<file path="src/rtl/fwd_ctrl_if.sv">
// Handshake bundle between the ID/EX decode fields and the forwarding/hazard controller.
// The master drives the decoded ID fields; the slave (fwd_ctrl) returns the mux selects and stall.
interface fwd_ctrl_if #(
  parameter int REG_ADDR_W = 5
);
  logic                  i_id_valid;
  logic [REG_ADDR_W-1:0] i_id_rs1;
  logic [REG_ADDR_W-1:0] i_id_rs2;
  logic [REG_ADDR_W-1:0] i_id_rd;
  logic                  i_id_regwrite;
  logic                  i_id_memread;
  logic                  i_flush;
  logic                  i_stall_ext;
  logic [1:0]            o_fwd_a;
  logic [1:0]            o_fwd_b;
  logic                  o_stall;
  logic                  o_ex_valid;

  modport master (
    output i_id_valid, i_id_rs1, i_id_rs2, i_id_rd, i_id_regwrite, i_id_memread,
    output i_flush, i_stall_ext,
    input  o_fwd_a, o_fwd_b, o_stall, o_ex_valid
  );

  modport slave (
    input  i_id_valid, i_id_rs1, i_id_rs2, i_id_rd, i_id_regwrite, i_id_memread,
    input  i_flush, i_stall_ext,
    output o_fwd_a, o_fwd_b, o_stall, o_ex_valid
  );
endinterface

</file>
<file path="src/rtl/fwd_ctrl.sv">
// Forwarding and load-use hazard controller: shadows rd through EX/MEM/WB(/PWB) and drives EX mux selects.
// Optional macro FWD_POSTWB_EN adds the post-WB stage and the 2'b11 (held result) select.
module fwd_ctrl #(
  parameter int REG_ADDR_W = 5
) (
  input  logic       i_clk,
  input  logic       i_rst_n,
  fwd_ctrl_if.slave  bus
);

  localparam logic [1:0] SEL_RF  = 2'b00;
  localparam logic [1:0] SEL_WB  = 2'b01;
  localparam logic [1:0] SEL_MEM = 2'b10;
  localparam logic [1:0] SEL_PWB = 2'b11;

  // p0 = EX, p1 = MEM, p2 = WB, p3 = post-WB
  logic                  r_vld_p0, r_regwrite_p0, r_memread_p0;
  logic [REG_ADDR_W-1:0] r_rd_p0, r_rs1_p0, r_rs2_p0;
  logic                  r_vld_p1, r_regwrite_p1, r_memread_p1;
  logic [REG_ADDR_W-1:0] r_rd_p1;
  logic                  r_vld_p2, r_regwrite_p2;
  logic [REG_ADDR_W-1:0] r_rd_p2;
`ifdef FWD_POSTWB_EN
  logic                  r_vld_p3, r_regwrite_p3;
  logic [REG_ADDR_W-1:0] r_rd_p3;
`endif

  logic       w_stall;
  logic       w_ex_load;
  logic       w_mem_a, w_mem_b, w_wb_a, w_wb_b, w_pwb_a, w_pwb_b;

  function automatic logic f_match(input logic vld, input logic rw,
                                   input logic [REG_ADDR_W-1:0] rd,
                                   input logic [REG_ADDR_W-1:0] rs);
    return vld & rw & (rd != '0) & (rd == rs);
  endfunction

  function automatic logic [1:0] f_sel(input logic ex_vld, input logic m_mem,
                                       input logic m_wb, input logic m_pwb);
    if (!ex_vld)    return SEL_RF;
    else if (m_mem) return SEL_MEM;
    else if (m_wb)  return SEL_WB;
    else if (m_pwb) return SEL_PWB;
    else            return SEL_RF;
  endfunction

  assign w_stall = bus.i_id_valid & ~bus.i_flush & r_vld_p0 & r_memread_p0 &
                   (r_rd_p0 != '0) &
                   ((r_rd_p0 == bus.i_id_rs1) | (r_rd_p0 == bus.i_id_rs2));
  assign w_ex_load = bus.i_id_valid & ~w_stall & ~bus.i_flush;

  // A load in MEM only has its address on the EX/MEM bus, so it is never a forwarding source.
  assign w_mem_a = f_match(r_vld_p1 & ~r_memread_p1, r_regwrite_p1, r_rd_p1, r_rs1_p0);
  assign w_mem_b = f_match(r_vld_p1 & ~r_memread_p1, r_regwrite_p1, r_rd_p1, r_rs2_p0);
  assign w_wb_a  = f_match(r_vld_p2, r_regwrite_p2, r_rd_p2, r_rs1_p0);
  assign w_wb_b  = f_match(r_vld_p2, r_regwrite_p2, r_rd_p2, r_rs2_p0);
`ifdef FWD_POSTWB_EN
  assign w_pwb_a = f_match(r_vld_p3, r_regwrite_p3, r_rd_p3, r_rs1_p0);
  assign w_pwb_b = f_match(r_vld_p3, r_regwrite_p3, r_rd_p3, r_rs2_p0);
`else
  assign w_pwb_a = 1'b0;
  assign w_pwb_b = 1'b0;
`endif

  assign bus.o_fwd_a    = f_sel(r_vld_p0, w_mem_a, w_wb_a, w_pwb_a);
  assign bus.o_fwd_b    = f_sel(r_vld_p0, w_mem_b, w_wb_b, w_pwb_b);
  assign bus.o_stall    = w_stall;
  assign bus.o_ex_valid = r_vld_p0;

  always_ff @(posedge i_clk) begin
    if (!i_rst_n) begin
      r_vld_p0      <= 1'b0;
      r_regwrite_p0 <= 1'b0;
      r_memread_p0  <= 1'b0;
      r_rd_p0       <= '0;
      r_rs1_p0      <= '0;
      r_rs2_p0      <= '0;
      r_vld_p1      <= 1'b0;
      r_regwrite_p1 <= 1'b0;
      r_memread_p1  <= 1'b0;
      r_rd_p1       <= '0;
      r_vld_p2      <= 1'b0;
      r_regwrite_p2 <= 1'b0;
      r_rd_p2       <= '0;
`ifdef FWD_POSTWB_EN
      r_vld_p3      <= 1'b0;
      r_regwrite_p3 <= 1'b0;
      r_rd_p3       <= '0;
`endif
    end else if (!bus.i_stall_ext) begin
`ifdef FWD_POSTWB_EN
      r_vld_p3      <= r_vld_p2;
      r_regwrite_p3 <= r_regwrite_p2;
      r_rd_p3       <= r_rd_p2;
`endif
      r_vld_p2      <= r_vld_p1;
      r_regwrite_p2 <= r_regwrite_p1;
      r_rd_p2       <= r_rd_p1;
      r_vld_p1      <= r_vld_p0;
      r_regwrite_p1 <= r_regwrite_p0;
      r_memread_p1  <= r_memread_p0;
      r_rd_p1       <= r_rd_p0;
      // Stalled, flushed or empty slots enter EX as a fully zeroed bubble.
      r_vld_p0      <= w_ex_load;
      r_regwrite_p0 <= w_ex_load & bus.i_id_regwrite;
      r_memread_p0  <= w_ex_load & bus.i_id_memread;
      r_rd_p0       <= w_ex_load ? bus.i_id_rd  : '0;
      r_rs1_p0      <= w_ex_load ? bus.i_id_rs1 : '0;
      r_rs2_p0      <= w_ex_load ? bus.i_id_rs2 : '0;
    end
  end

endmodule

</file>
<file path="src/flat_wrapper.sv">
// flat-port wrapper written by rule: the top's interface ports become plain ports
module fwd_ctrl_flat 
#(
  parameter int REG_ADDR_W = 5
)
  (i_clk, i_rst_n, bus_i_id_valid, bus_i_id_rs1, bus_i_id_rs2, bus_i_id_rd, bus_i_id_regwrite, bus_i_id_memread, bus_i_flush, bus_i_stall_ext, bus_o_fwd_a, bus_o_fwd_b, bus_o_stall, bus_o_ex_valid);
  fwd_ctrl_if #(.REG_ADDR_W(REG_ADDR_W)) bus_i ();
  input  logic i_clk;
  input  logic i_rst_n;
  input wire logic [$bits(bus_i.i_id_valid)-1:0] bus_i_id_valid;
  input wire logic [$bits(bus_i.i_id_rs1)-1:0] bus_i_id_rs1;
  input wire logic [$bits(bus_i.i_id_rs2)-1:0] bus_i_id_rs2;
  input wire logic [$bits(bus_i.i_id_rd)-1:0] bus_i_id_rd;
  input wire logic [$bits(bus_i.i_id_regwrite)-1:0] bus_i_id_regwrite;
  input wire logic [$bits(bus_i.i_id_memread)-1:0] bus_i_id_memread;
  input wire logic [$bits(bus_i.i_flush)-1:0] bus_i_flush;
  input wire logic [$bits(bus_i.i_stall_ext)-1:0] bus_i_stall_ext;
  output wire logic [$bits(bus_i.o_fwd_a)-1:0] bus_o_fwd_a;
  output wire logic [$bits(bus_i.o_fwd_b)-1:0] bus_o_fwd_b;
  output wire logic [$bits(bus_i.o_stall)-1:0] bus_o_stall;
  output wire logic [$bits(bus_i.o_ex_valid)-1:0] bus_o_ex_valid;
  assign bus_i.i_id_valid = bus_i_id_valid;
  assign bus_i.i_id_rs1 = bus_i_id_rs1;
  assign bus_i.i_id_rs2 = bus_i_id_rs2;
  assign bus_i.i_id_rd = bus_i_id_rd;
  assign bus_i.i_id_regwrite = bus_i_id_regwrite;
  assign bus_i.i_id_memread = bus_i_id_memread;
  assign bus_i.i_flush = bus_i_flush;
  assign bus_i.i_stall_ext = bus_i_stall_ext;
  assign bus_o_fwd_a = bus_i.o_fwd_a;
  assign bus_o_fwd_b = bus_i.o_fwd_b;
  assign bus_o_stall = bus_i.o_stall;
  assign bus_o_ex_valid = bus_i.o_ex_valid;
  fwd_ctrl #(.REG_ADDR_W(REG_ADDR_W)) u_core (.i_clk(i_clk), .i_rst_n(i_rst_n), .bus(bus_i));
endmodule
</file>
<file path="config.mk">
export PLATFORM = sky130hd
export DESIGN_NAME = fwd_ctrl_flat
export DESIGN_NICKNAME = d
export VERILOG_FILES = /design/src/rtl/fwd_ctrl_if.sv /design/src/rtl/fwd_ctrl.sv /design/src/flat_wrapper.sv
export SDC_FILE = /design/constraint.sdc
export NUM_CORES = 1
export LEC_CHECK = 0
export ABC_AREA = 1
export CAP_MARGIN = 5
export CELL_PAD_IN_SITES_DETAIL_PLACEMENT = 1
export CELL_PAD_IN_SITES_GLOBAL_PLACEMENT = 1
export CORE_AREA = 4 4 78 80
export DETAILED_ROUTE_END_ITERATION = 8
export DIE_AREA = 0 0 82 84
export GPL_TIMING_DRIVEN = 0
export PLACE_DENSITY_LB_ADDON = 0.1
export SKIP_LAST_GASP = 1
export SLEW_MARGIN = 20
export SYNTH_ARGS = -nofsm -noshare
export SYNTH_HDL_FRONTEND = slang
export SYNTH_SLANG_ARGS = --single-unit
</file>
<file path="constraint.sdc">
create_clock -name i_clk -period 1.4 [get_ports i_clk]
set_clock_uncertainty 0.2 [all_clocks]
set_input_delay 0.14 -clock i_clk [delete_from_list [all_inputs] [get_ports i_clk]]
set_output_delay 0.14 -clock i_clk [all_outputs]
set_load 0.02 [all_outputs]
</file>
## Yosys cells after proc, flatten, opt, wreduce, memory -nomap -nowiden

Index checks and enable logic that the tools add are counted.

- $add $sub $neg: 0
- Multipliers: 0
- Div/mod/pow operators: 0
- $lt $le $gt $ge: 0
- Equal/unequal tests: 6
- Shift-type cells: 0
- Multiplexer cells: 9
- Bitwise gates (word level): 22
- Reductions and logical operators: 3

Operators with widths:

| cell | count |
|---|---|
| == test 5 bit | 6 |
| bitwise AND 1 bit | 18 |
| 2-to-1 mux 5 bit | 3 |
| nonzero test 5 bit | 3 |
| 2-to-1 mux 2 bit | 4 |
| NOT 1 bit | 3 |
| 2-to-1 mux 1 bit | 2 |
| bitwise OR 1 bit | 1 |

- Register bits after elaboration: 33
- Bits in latches: 0
- Memory bits (writable): 0
- ROM bits: 0
- Bits of input ports: 22
- Memories kept: 0

## Longest topological paths before layout

Gate-level depths: netlist of the first run.

- Word-level depth: 10
- Gate-level depth with buffers: 10
- Mapped depth without buffers: 9

## Worst setup path after synthesis of the first run

Ideal clock, no wire load.

- Path kind: register -> output
- Start point: reg u_core.r_vld_p0 (netlist: u_core.bus.o_ex_valid)
- End point: out bus_o_stall
- Data arrival time: 1295 ps
- Setup slack: -235 ps
- Stages on the path, launching flop included: 8
- Buffers on the path: 1
- Cell sequence: dfxtp_1 inv_1 nor3_1 nand3_1 inv_1 nand2_4 buf_12 inv_1

- Cells in the longest elaborated chain, start to end: 4

RTL lines:

| element | RTL line | source |
|---|---|---|
| from (decl) | fwd_ctrl.sv:17 | `logic r_vld_p0, r_regwrite_p0, r_memread_p0;` |
| from (signal assigned) | fwd_ctrl.sv:104 | `r_vld_p0 <= w_ex_load;` |
| bitwise AND 1 bit (3 in series) | fwd_ctrl.sv:47 | `assign w_stall = bus.i_id_valid & ~bus.i_flush & r_vld_p0 & r_memread_p0 &` |
| bitwise AND 1 bit | fwd_ctrl.sv:48 | `(r_rd_p0 != '0) &` |
| to (decl) | flat_wrapper.sv:20 | `output wire logic [$bits(bus_i.o_stall)-1:0] bus_o_stall;` |

Every way passes these cells.

## Final worst setup path of the first run

- Start point: reg u_core.r_rd_p0[3]
- End point: out bus_o_stall

- Cells in the longest elaborated chain, start to end: 3

RTL lines:

| element | RTL line | source |
|---|---|---|
| from (decl) | fwd_ctrl.sv:18 | `logic [REG_ADDR_W-1:0] r_rd_p0, r_rs1_p0, r_rs2_p0;` |
| from (signal assigned) | fwd_ctrl.sv:107 | `r_rd_p0 <= w_ex_load ? bus.i_id_rd : '0;` |
| == test 5 bit / nonzero test 5 bit (equally long branches) | fwd_ctrl.sv:49, fwd_ctrl.sv:48 |  |
| bitwise OR 1 bit / bitwise AND 1 bit (equally long branches) | fwd_ctrl.sv:49, fwd_ctrl.sv:47 |  |
| bitwise AND 1 bit (*) | fwd_ctrl.sv:48 |  |

Every way passes the cells marked *; elsewhere a longest branch is shown, timed or not.

==> results of run 1 <==
cell usage in the layout, fill, tap and decap left out, types with 3 or more instances in the layout:
cell type	count
xor2_1	6
buf_4	9
dfxtp_2	7
nand3_1	5
nor2_2	7
nand2_2	7
o21ai_0	16
dfxtp_1	17
inv_2	9
a21oi_1	13
nor3_2	4
nand2_1	37
buf_6	6
nor2_1	21
inv_1	14
clkbuf_1	4
xnor2_1	9
nand4_1	6
dlymetal6s2s_1	4
dfxtp_4	9
nand3_2	16
dlygate4sd2_1	3
clkbuf_8	6
clkdlybuf4s50_1	14
a21oi_2	15
per-stage QoR:
step | TNS [ns] | cells | hold WS (ns) | total power, W
6_report | -6.51 | 358 | -0.0152 | 0.00223
5_1_grt | -8.97 | 358 | -0.00117 | 0.00235
4_1_cts | -6.20 | 355 | 0.00911 | 0.00225
3_5_place_dp | -14.91 | 340 | 0.258 | 0.00135
3_3_place_gp | -14.15 | 340 | 0.252 | 0.00134
2_1_floorplan | -0.0180 | 242 | 0.0784 | 0.00121
state kept, by name, indices dropped and copies added, names as in the netlist:
signal and cells:
u_core.bus.o_ex_valid 1, u_core.r_memread_p0 1, u_core.r_vld_p1 1, u_core.r_rd_p0 5, u_core.r_memread_p1 1, u_core.r_vld_p2 1
u_core.r_rs1_p0 5, u_core.r_rd_p2 5, u_core.r_regwrite_p2 1, u_core.r_regwrite_p1 1, u_core.r_rs2_p0 5, u_core.r_rd_p1 5
u_core.r_regwrite_p0 1
timing repair:
item | in CTS | in global routing
resized for setup | 61 | 41
pin swaps | 13 | 13
hold buffers | 1 | 0
buffers inserted | 6 | 3
hold endpoints to repair | 1 | 0
endpoints found under the setup margin | 24 | 33
kinds of logic after synthesis:
family	count (synthesis)	synth area share [%]
AOI/OAI and AO/OA	47	15.6
xor gates and xnor gates	17	8.37
buffers and inverters	35	9.14
DFF	33	37.1
and+or+nand+nor	110	29.7
worst paths after layout:
path | depth (start not counted) | to | start
max | 9 | bus_o_stall | u_core.r_rd_p0[3]
min | 3 | u_core.r_rs2_p0[3] | bus_i_id_rs2[3]
max reg2reg | 12 | u_core.r_rd_p0[2] | u_core.r_rd_p0[3]
min reg2reg | 2 | u_core.r_regwrite_p0 | u_core.r_regwrite_p0
final cells by class:
class | count | area [um^2]
plain buffers | 9 | 67.6
fillers | 678 | 2850
flip-flops and latches | 33 | 703
clock inverters | 1 | 7.51
clock buffers | 7 | 108
repair buffers | 36 | 359
multi-input cells | 174 | 1110
well taps | 72 | 90.1
inverters | 26 | 105
power groups by stage:
stage / logic [W] / clock network, W / registers (W)
3_3_place_gp: 0.000303 / 0 / 0.00104
6_report: 0.000340 / 0.000876 / 0.00101
4_1_cts: 0.000322 / 0.000915 / 0.00101
3_5_place_dp: 0.000307 / 0 / 0.00104
2_1_floorplan: 0.000183 / 0 / 0.00103
5_1_grt: 0.000380 / 0.000948 / 0.00102
critical path: cells and delay by family (launching register included):
family,cells,cell delay [ns]
buffers and inverters,5,0.45
flip-flops,1,0.37
AND/OR/NAND/NOR,4,0.34
per-layer routing:
metal / vias up / wire, um
met2: 19 / 2560
met1: 785 / 2490
met3: 2 / 125
met4: 0 / 31
met5: - / 0
li1: 879 / -
==> results by group, run 1 <==
Global routing
  – Largest net degree at the start of global routing: 12
  – Initial antenna violation count: 0
  – Met1 GRT Util: 22.6%
  – Met2 GRT Util: 27.0%
  – Busiest metal layer after global routing: met2
  – Gr ovfl total: 0
  – Via count of the first global-routing pass: 1,751
  – Total track usage: 16.6%
  – GRT met3 Usage: 2.92%
  – First-pass GRT wire length: 8.67 mm

STA
  – Worst hold slack: -0.0152 ns
  – Final hold viol count: 2
  – Slew margin rel.: 61.0%
  – PnR worst setup slack: -0.394 ns
  – Fin crit share: 128%
  – RSZ-0062 raised after global routing: true
  – Tmin final: 1.79 ns
  – Final Setup Violations: 23
  – Fmax: 0.558 GHz
  – Pin slew with the least headroom to its limit: 0.583 ns
  – Final Max Slew Viols: 0

Logic synthesis
  – Most common cell in the netlist: nand2_1
  – Yosys warns: 0
  – Syn avg cell area: 7.35 um^2
  – Syn_nets: 264
  – Netlist Area Pre-Place: 1780 um^2
  – Synth Flop Type: dfxtp_1
  – Synth unique cells: 25
  – Cell taking the most area after synthesis: dfxtp_1
  – Top post-synthesis cells by area: dfxtp_1, nand2_1, nor2_1
  – Post-synth EDFFs: 0
  – FFs w/ async S/R, synth: 0%
  – Cells after synthesis: 242
  – Sequential fraction of the synthesis area: 37.1%
  – Synth cell count leaders: nand2_1, dfxtp_1, nor2_1, inv_1, a21oi_1
  – Share of the synthesized area in the top cell type: 37.1%
  – Seq cells post-synth: 33

Floorplan
  – Row count: 27
  – DIE HEIGHT: 84 um
  – DIE AREA: 6890 um^2
  – Chip Width: 82 um
  – I/O pins: 28
  – Initial Util: 32.9%
  – Core Region: 5410 um^2

CTS
  – Clock Path Buffers: 2
  – Clock-pin transition on the worst setup and hold timing paths: 0.07 ns
  – TritonCTS buffer count: 5
  – Clock Latency Late Sink: 0.28 ns
  – CTS tree: yes
  – H-Tree Depth: 2
  – Clk sinks: 33
  – Clk root buf: clkbuf_8

Final layout
  – Syn-to-layout area delta: 43.5%
  – Final Net Count: 307
  – Layout cell share with drive strength beyond 1: 39.2%
  – Antenna cells: 0
  – Fin util: 47.2%
  – Final instance area: 2550 um^2

Drt
  – Post-Route WL: 5.21 mm
  – Routed vias: 1,685
  – Routed WL per cell: 14.6 um
  – Iteration-0 DRC count of the detailed router: 43
  – DRT Pass-1 Iters: 3
  – Post-detailed-route count of antenna-violating nets: 0
  – Vias per cell: 4.71
  – DRC: 0

Power and ir drop
  – Reg power frac: 45.4%
  – Pwr dens: 873 nW/um^2
  – Clock power share: 39.3%
  – P_sw: 0.000597 W
  – Comb power frac: 15.3%
  – Maximum vdd drop: 0.396 mV
  – Leak Pwr: 1.02 nW
  – Switching Fraction: 26.8%
  – Int Power: 0.00163 W

Setup path
  – CP endpoint kind: output port
  – Startpoint class of the critical path: flop
  – Register-to-Register Setup Slack: -0.30 ns
  – Most frequent CP cell: buf_6
  – Crit path kind: flop to output port
  – Critical path's slowest cell: dfxtp_4
  – Max FO, Critical Path: 5
  – Critical path's largest stage delay: 0.37 ns
  – CP required: 1.06 ns
  – Arrival time of the worst setup path: 1.45 ns
  – CP Cell Sequence: buf_6 -> nor2_2 -> nand4_1 -> nand3_1 -> inv_2 -> nand2_4 -> buf_12 -> clkinvlp_4 -> buf_6

Placed design
  – Number of port buffers: 26
  – Post-DP HPWL: 3.89 mm
  – Routability cong.: 0.793
  – Placement Setup Slack: -1.04 ns
  – DP Area: 2160 um^2

Run status
  – Status: finished with violations
  – Failing checks: negative hold slack, negative setup slack

Run
  – Max-cap check violation count: 0

Min path
  – Hold/Removal Path Class: input port to flop
(Power assumes the default switching activity.)
==> run 2, diff against run 1 <==
- CORE_AREA: 4 4 78 80 -> 4 4 83 85
- DIE_AREA: 0 0 82 84 -> 0 0 87 89
==> results by group, run 2 (synthesized netlist as in run 1, its figures left out) <==
Floorplan
  – Core Region: 6200 um^2
  – I/O pins: 28
  – DIE HEIGHT: 89 um
  – Row count: 29
  – Initial Util: 28.7%
  – DIE AREA: 7740 um^2
  – Chip Width: 87 um

Final layout
  – Fin util: 44.9%
  – Syn-to-layout area delta: 56.5%
  – Most common cell after layout, fill and taps aside: nand2_1
  – Commonest cells after routing, fill and taps aside: nand2_1, nor2_1, o21ai_0, a21oi_2, inv_1
  – Final Net Count: 315
  – Layout cell share with drive strength beyond 1: 43.9%
  – Antenna cells: 0

Setup path
  – CP required: 1.06 ns
  – Startpoint class of the critical path: flop
  – Max FO, Critical Path: 4
  – CP endpoint kind: output port
  – Arrival time of the worst setup path: 1.49 ns
  – Crit path kind: flop to output port

Run
  – Max-cap check violation count: 0

Power and ir drop
  – Pwr dens: 758 nW/um^2
  – Maximum vdd drop: 0.355 mV
  – Leak Pwr: 1.10 nW

Global routing
  – Total track usage: 14.8%
  – Via count of the first global-routing pass: 1,641
  – Initial antenna violation count: 0
  – First-pass GRT wire length: 8.58 mm
  – Largest net degree at the start of global routing: 11
  – Gr ovfl total: 0

Run status
  – Status: finished with violations
  – Failing checks: negative setup slack

STA
  – Worst hold slack: 0.0190 ns
  – Fin crit share: 130%
  – Final hold viol count: 0
  – Slew margin rel.: 64.2%
  – RSZ-0062 raised after global routing: true
  – PnR worst setup slack: -0.427 ns
  – Final Max Slew Viols: 0
  – Fmax: 0.547 GHz
  – Pin slew with the least headroom to its limit: 0.536 ns
  – Final Setup Violations: 23
  – Tmin final: 1.83 ns

Placed design
  – Post-DP HPWL: 4.07 mm
  – Number of port buffers: 26
  – Routability cong.: 0.805

CTS
  – Clock Path Buffers: 2
  – CTS tree: yes
  – Clock Latency Late Sink: 0.28 ns
  – Clk sinks: 33
  – Clk root buf: clkbuf_8
  – TritonCTS buffer count: 5
  – Clock-pin transition on the worst setup and hold timing paths: 0.07 ns
  – H-Tree Depth: 2

Drt
  – Iteration-0 DRC count of the detailed router: 48
  – Routed WL per cell: 15.5 um
  – Routed vias: 1,747
  – DRT Pass-1 Iters: 4
  – Vias per cell: 4.71
  – DRC: 0
  – Post-detailed-route count of antenna-violating nets: 0
  – Post-Route WL: 5.76 mm

Min path
  – Hold/Removal Path Class: input port to flop
==> run 2: changes by cell type in the layout (fill, tap and decap cells not counted), sizes merged, moves of 2 or more <==
cell	change
buf	+6
clkdlybuf4s50	-2
clkinv	+2
dlygate4sd3	+2
dlymetal6s2s	+2
==> run 2: final timing paths <==
kind / start / endpoint / slack [ns] / cells past startpoint
worst max register to register: u_core.r_rd_p0[2] / u_core.r_rs2_p0[1] / -0.32 / 12
worst min register to register: u_core.r_regwrite_p0 / u_core.r_regwrite_p0 / 0.27 / 2
worst max-delay path: u_core.r_rd_p0[2] / bus_o_stall / -0.43 / 10
worst min-delay path: bus_i_id_rs1[1] / u_core.r_rs1_p0[1] / 0.02 / 3
==> run 2: layout make-up <==
| class | count | area (um^2) |
|---|---|---|
| buffer | 9 | 70.1 |
| clock inverter | 2 | 10.0 |
| multi-input combinational | 174 | 1250 |
| clock buffer | 6 | 72.6 |
| inverter | 26 | 110 |
| sequential | 33 | 718 |
| tap | 77 | 96.3 |
| timing repair buffer | 44 | 452 |
| fill | 738 | 3420 |
==> run 2: worst max-delay path, stage by stage (launching register included) <==
cell	delay (ns)
dfxtp_4	0.37
inv_4	0.04
nand2_1	0.05
nand2_1	0.07
nor2_2	0.13
nand3_2	0.08
nand2_2	0.09
nand2_4	0.06
buf_12	0.13
clkinvlp_4	0.06
buf_6	0.11
==> run 2: stage by stage <==
stage | TNS, ns | total power, W | instance area (um^2) | setup slack [ns] | instances
3_3_place_gp | -15.11 | 0.00135 | 2170 | -1.01 | 345
2_1_floorplan | -0.0180 | 0.00121 | 1810 | -0.00573 | 242
3_5_place_dp | -15.45 | 0.00135 | 2170 | -1.02 | 345
4_1_cts | -4.51 | 0.00207 | 2350 | -0.475 | 357
6_report | -5.99 | 0.00211 | 2780 | -0.427 | 371
5_1_grt | -7.82 | 0.00223 | 2780 | -0.516 | 371
==> run 2: report_power, final <==
group / internal [W] / switching, W
Combinational: 0.000181 / 0.000208
Clock: 0.000345 / 0.000361
Sequential: 0.000965 / 0.0000502
Total: 0.00149 / 0.000618
==> run 2: layer usage <==
| layer | global-route usage, % | wire length (um) | vias up |
|---|---|---|---|
| met4 | 4.25 | 50 | 0 |
| li1 | - | - | 894 |
| met2 | 24.9 | 2890 | 24 |
| met3 | 3.04 | 153 | 6 |
| met1 | 19.2 | 2660 | 823 |
| met5 | 0 | 0 | - |
==> run 2: what timing repair did <==
item | CTS | global route
cloned | 1 | 0
pin swaps | 10 | 34
buffers inserted | 3 | 12
setup endpoints to repair | 26 | 23
hold buffers | 0 | 3
endpoints found under the hold margin | 0 | 3
resized for setup | 67 | 75
